## src/rtl/board_print_pkg.sv

```systemverilog
// Shared types and constants for the board print path (controller, formatter, benches).
// Latency: n/a (declarations only).
// Backpressure: n/a.
package board_print_pkg;

  // Controller sequencing states
  typedef enum logic [2:0] {
    IDLE,
    START,
    WARM,
    STEP,
    SAMPLE,
    SEND
  } print_state_t;

  // Characters in one nominal board frame produced by the formatter
  localparam int FRAME_CHARS = 580;

  // ASCII codes the formatter emits for frame structure
  localparam logic [7:0] CH_LF   = 8'h0A;
  localparam logic [7:0] CH_CR   = 8'h0D;
  localparam logic [7:0] CH_DASH = 8'h2D;
  localparam logic [7:0] CH_BAR  = 8'h7C;

endpackage

```

## src/rtl/board_print_ctrl.sv

```systemverilog
// Sequences the board formatter (start, warm-up, per-char step) and forwards each char to the UART.
// Latency: 2 + WARMUP + 3/char + 2 cycles request-to-frame_done with tx_ready held high.
// Backpressure: tx_valid/tx_data held in SEND until tx_ready; each stalled cycle adds one cycle.
module board_print_ctrl
  import board_print_pkg::*;
#(
  parameter int WARMUP    = 104,
  parameter int MAX_CHARS = 640
) (
  input  logic       clk,
  input  logic       rst_n,
  input  logic       print_req,
  output logic       busy,
  output logic       frame_done,
  output logic       err_timeout,
  output logic [9:0] chars_sent,
  output logic       str_start,
  output logic       str_print_nxt,
  input  logic [7:0] str_char,
  input  logic       str_done,
  output logic [7:0] tx_data,
  output logic       tx_valid,
  input  logic       tx_ready
);

  localparam int               WCW       = $clog2(WARMUP);
  localparam logic [WCW-1:0]   WARM_LOAD = WCW'(WARMUP - 1);
  localparam logic [9:0]       CHARS_LIM = 10'(MAX_CHARS);
  localparam logic [9:0]       CHARS_SAT = 10'h3FF;

  print_state_t   state_q, state_d;
  logic [WCW-1:0] warm_q, warm_d;
  logic [9:0]     chars_q, chars_d;
  logic           pending_q, pending_d;
  logic           err_q, err_d;
  logic           busy_q, busy_d;
  logic           frame_done_q, frame_done_d;
  logic           str_start_q, str_start_d;
  logic           str_print_nxt_q, str_print_nxt_d;
  logic           tx_valid_q, tx_valid_d;
  logic [7:0]     tx_data_q, tx_data_d;

  // State and registered outputs; reset drops any frame in flight immediately
  always_ff @(posedge clk or negedge rst_n) begin
    if (!rst_n) begin
      state_q         <= IDLE;
      warm_q          <= '0;
      chars_q         <= '0;
      pending_q       <= 1'b0;
      err_q           <= 1'b0;
      busy_q          <= 1'b0;
      frame_done_q    <= 1'b0;
      str_start_q     <= 1'b0;
      str_print_nxt_q <= 1'b0;
      tx_valid_q      <= 1'b0;
      tx_data_q       <= 8'h00;
    end else begin
      state_q         <= state_d;
      warm_q          <= warm_d;
      chars_q         <= chars_d;
      pending_q       <= pending_d;
      err_q           <= err_d;
      busy_q          <= busy_d;
      frame_done_q    <= frame_done_d;
      str_start_q     <= str_start_d;
      str_print_nxt_q <= str_print_nxt_d;
      tx_valid_q      <= tx_valid_d;
      tx_data_q       <= tx_data_d;
    end
  end

  // Next state; strobes are computed one cycle early so they are high during START/STEP
  always_comb begin
    state_d         = state_q;
    warm_d          = warm_q;
    chars_d         = chars_q;
    pending_d       = pending_q;
    err_d           = err_q;
    busy_d          = busy_q;
    frame_done_d    = 1'b0;
    str_start_d     = 1'b0;
    str_print_nxt_d = 1'b0;
    tx_valid_d      = tx_valid_q;
    tx_data_d       = tx_data_q;

    // Requests during a frame collapse into a single re-print
    if (state_q != IDLE && print_req) begin
      pending_d = 1'b1;
    end

    case (state_q)
      IDLE: begin
        if (print_req || pending_q) begin
          pending_d   = 1'b0;
          chars_d     = '0;
          busy_d      = 1'b1;
          str_start_d = 1'b1;
          state_d     = START;
        end else begin
          busy_d = 1'b0;
        end
      end
      START: begin
        warm_d  = WARM_LOAD;
        state_d = WARM;
      end
      WARM: begin
        if (warm_q == '0) begin
          str_print_nxt_d = 1'b1;
          state_d         = STEP;
        end else begin
          warm_d = warm_q - WCW'(1);
        end
      end
      STEP: begin
        state_d = SAMPLE;
      end
      SAMPLE: begin
        if (str_done) begin
          frame_done_d = 1'b1;
          busy_d       = pending_q || print_req;
          state_d      = IDLE;
        end else if (chars_q == CHARS_LIM) begin
          err_d   = 1'b1;
          busy_d  = pending_q || print_req;
          state_d = IDLE;
        end else begin
          tx_data_d  = str_char;
          tx_valid_d = 1'b1;
          state_d    = SEND;
        end
      end
      SEND: begin
        if (tx_ready) begin
          tx_valid_d      = 1'b0;
          str_print_nxt_d = 1'b1;
          state_d         = STEP;
          if (chars_q != CHARS_SAT) begin
            chars_d = chars_q + 10'd1;
          end
        end
      end
      default: begin
        state_d = IDLE;
      end
    endcase
  end

  assign busy          = busy_q;
  assign frame_done    = frame_done_q;
  assign err_timeout   = err_q;
  assign chars_sent    = chars_q;
  assign str_start     = str_start_q;
  assign str_print_nxt = str_print_nxt_q;
  assign tx_valid      = tx_valid_q;
  assign tx_data       = tx_data_q;

endmodule
```

## config.mk

```make
export PLATFORM = sky130hd
export DESIGN_NAME = board_print_ctrl
export DESIGN_NICKNAME = d
export VERILOG_FILES = /design/src/rtl/board_print_pkg.sv /design/src/rtl/board_print_ctrl.sv
export SDC_FILE = /design/constraint.sdc
export NUM_CORES = 1
export LEC_CHECK = 0
export ABC_AREA = 0
export CORE_MARGIN = 4
export CORE_UTILIZATION = 50
export DETAILED_ROUTE_END_ITERATION = 6
export GPL_ROUTABILITY_DRIVEN = 1
export MAX_ROUTING_LAYER = met4
export PLACE_DENSITY = 0.9
export SLEW_MARGIN = 20
export SYNTH_ARGS = -nofsm -noshare
export SYNTH_HDL_FRONTEND = slang
export SYNTH_SLANG_ARGS = --single-unit
```

## constraint.sdc

```tcl
create_clock -name clk -period 2.1 [get_ports clk]
set_input_delay 0.315 -clock clk [delete_from_list [all_inputs] [get_ports clk]]
set_output_delay 0.315 -clock clk [all_outputs]
set_load 0.005 [all_outputs]
```

==> metrics.yaml <==
outcome: "finished, final reports clean"
gp_congestion: 0.913
worstSkewPairLatency_ns: 0.32
netlist_area_um2: 1780
h-tree-depth: 2
final_common_cell: "clkdlybuf4s50_1"
syn_inst: 176
antenna_found_initial: 0
firstDrtPassIters: 4
grt_max_degree: 36
slew_viol_final: 0
drive_gt1_frac: 0.121
yosys.area.top_type_share: 0.493
viasPerCell: 5.53
layout-area-overhead-vs-synth_pct: 31.7
crit_arrival_ns: 2.10
ant_nets: 0
async_flop_share: 1.00
cts_sinks: 35
fin_crit_sh: 0.886
grt_pass1_wl_um: 6620
critPathLaunchType: "flop"
ff2ff_path_depth: 6
cts_inserted_buffers: 5
clockRootBuffer: "clkbuf_4"
max_freq_ghz: 0.538
dp_hpwl_um: 2880
grt_usage: 0.195
die_area_um2: 4570
pin_count: 37
synth_edf_count: 0
coreArea_um2: 3390
total_power_mw: 2.62
synth.area.top_cells: "dfrtp_1 (49%), mux2_2 (4.4%), a31oi_1 (3.5%)"
place.port_buffers: 36
cts_tree: "done"
hp-class: "in2async"
cts_setup_buffers: 0
synth_nets: 192
vias: 1487
post_cts_resized: 0
worst_pin_slew_ns: 0.514
synth_ff_type: "dfrtp_1"
final_cell_mix: "clkdlybuf4s50_1 (36), dfrtp_1 (35), nor2_1 (12)"
ys_ff_latch: 35
synth.yosys.seq_area_share: 0.493
min_period_ns: 1.86
synth_area_per_cell_um2: 10.1
grt_pass1_vias: 1415
routed_wl_um: 3810
endpoint_kind: "flop"
drc: 0
ctsHoldBuffers: 0
yosysTopAreaCell: "dfrtp_1"
p_leak_nw: 1.01
critPathMaxFanout: 6
finalHoldViolations: 0
routedWlPerCell_um: 14.1
rsz0062_at_grt: "no"
die_h_um: 67.6
max_cap_viol_count: 0
pre_cts_slack_ns: 0.158
required_ns: 2.34
finClkSkew_ns: 0.0107
finalWorstSetupSlack_ns: 0.240
clkTransAtPathRegs_ns: 0.11
ys_warn_count: 0
diodes: 0
die_w_um: 67.6
clock_path_buffers: 2
final-setup-viol-count: 0
relSlewSlack: 0.654
tns_ns: 0
peakVddDrop_uv: 1000
final_nets: 238
worst-setup-path-type: "reg2reg"
overflow: 0
synth.distinct_cells: 41
drt_iter0_drc: 135
start_util: 0.524
p_per_area_nw_per_um2: 1120
rows: 21
==> flip-flops by register name, summed over array words and instances (netlist names) <==
name,cells
frame_done,1
warm_q,7
err_timeout,1
str_start,1
busy,1
chars_sent,10
state_q,3
tx_valid,1
pending_q,1
tx_data,8
str_print_nxt,1
==> where the power goes <==
part           switching [mW]  internal, mW  total (mW)
logic                   0.456         0.544        1.00
registers               0.162         0.863        1.02
clock network           0.225         0.370       0.596
==> kinds of logic after synthesis <==
family          share of synthesized area
fa+ha+maj                          0.0211
xor+xnor                          0.00493
simple gates                        0.206
buf+inv                            0.0387
compound gates                      0.163
mux                                0.0732
flops                               0.493
==> metrics by stage <==
stage / cell area [um^2] / hold slack (ns) / std cells / utilization
floorplan: 1780 / 0.0194 / 176 / -
global placement: 2230 / 0.446 / 261 / 0.659
detailed placement: 2230 / 0.447 / 261 / 0.659
CTS: 2340 / 0.397 / 269 / 0.690
global route: 2340 / 0.428 / 269 / 0.690
finish: 2340 / 0.389 / 269 / 0.690
==> metal layers <==
layer  up-vias  part of all wire  global-route usage
met3         2             0.042              0.0349
li1        734                 -                   -
met1       710              0.45               0.261
met2        41              0.50               0.309
met4         0            0.0079              0.0456
met5         -                 0                   -
==> path summary, 6_finish.rpt <==
kind	from	to	slack [ns]
min reg2reg	err_timeout$_DFFE_PN0P_	err_timeout$_DFFE_PN0P_	0.47
max	chars_sent[0]$_DFFE_PN0P_	chars_sent[3]$_DFFE_PN0P_	0.24
min in group clk	err_timeout$_DFFE_PN0P_	err_timeout$_DFFE_PN0P_	0.47
max in group asynchronous	rst_n	tx_valid$_DFFE_PN0P_	1.40
max reg2reg	chars_sent[0]$_DFFE_PN0P_	chars_sent[3]$_DFFE_PN0P_	0.24
min	rst_n	chars_sent[5]$_DFFE_PN0P_	0.39
==> critical path: stages, from the launching register on <==
cell     delay (ns)
dfrtp_1        0.47
ha_1           0.27
nand4_1        0.18
o41ai_4        0.26
buf_4          0.19
nand2_1        0.16
a31oi_1        0.24
==> Yosys cell counts (2+ instances only) <==
master,n
nor3b_1,3
and3_1,4
inv_1,11
o31ai_1,3
nor3_1,5
nor4_1,3
and2_1,2
o21ai_0,7
or2_2,2
nor2b_1,2
a31oi_1,10
mux2i_1,4
o22a_1,2
mux2_2,7
ha_1,3
and4_1,2
dfrtp_1,35
nand4_1,3
a21oi_1,7
a21o_1,3
clkbuf_1,4
nand2_1,11
or4_1,2
nand3_1,5
nand2b_1,9
nor2_1,12
==> final cells by class <==
class | instances | area, um^2
Tap cell | 46 | 57.6
Sequential cell | 35 | 876
Clock buffer | 5 | 37.5
Timing Repair Buffer | 45 | 428
Multi-Input combinational cell | 124 | 832
Fill cell | 260 | 1050
Clock inverter | 3 | 67.6
Inverter | 11 | 41.3
Note: power is estimated with default switching activity, not from simulation.
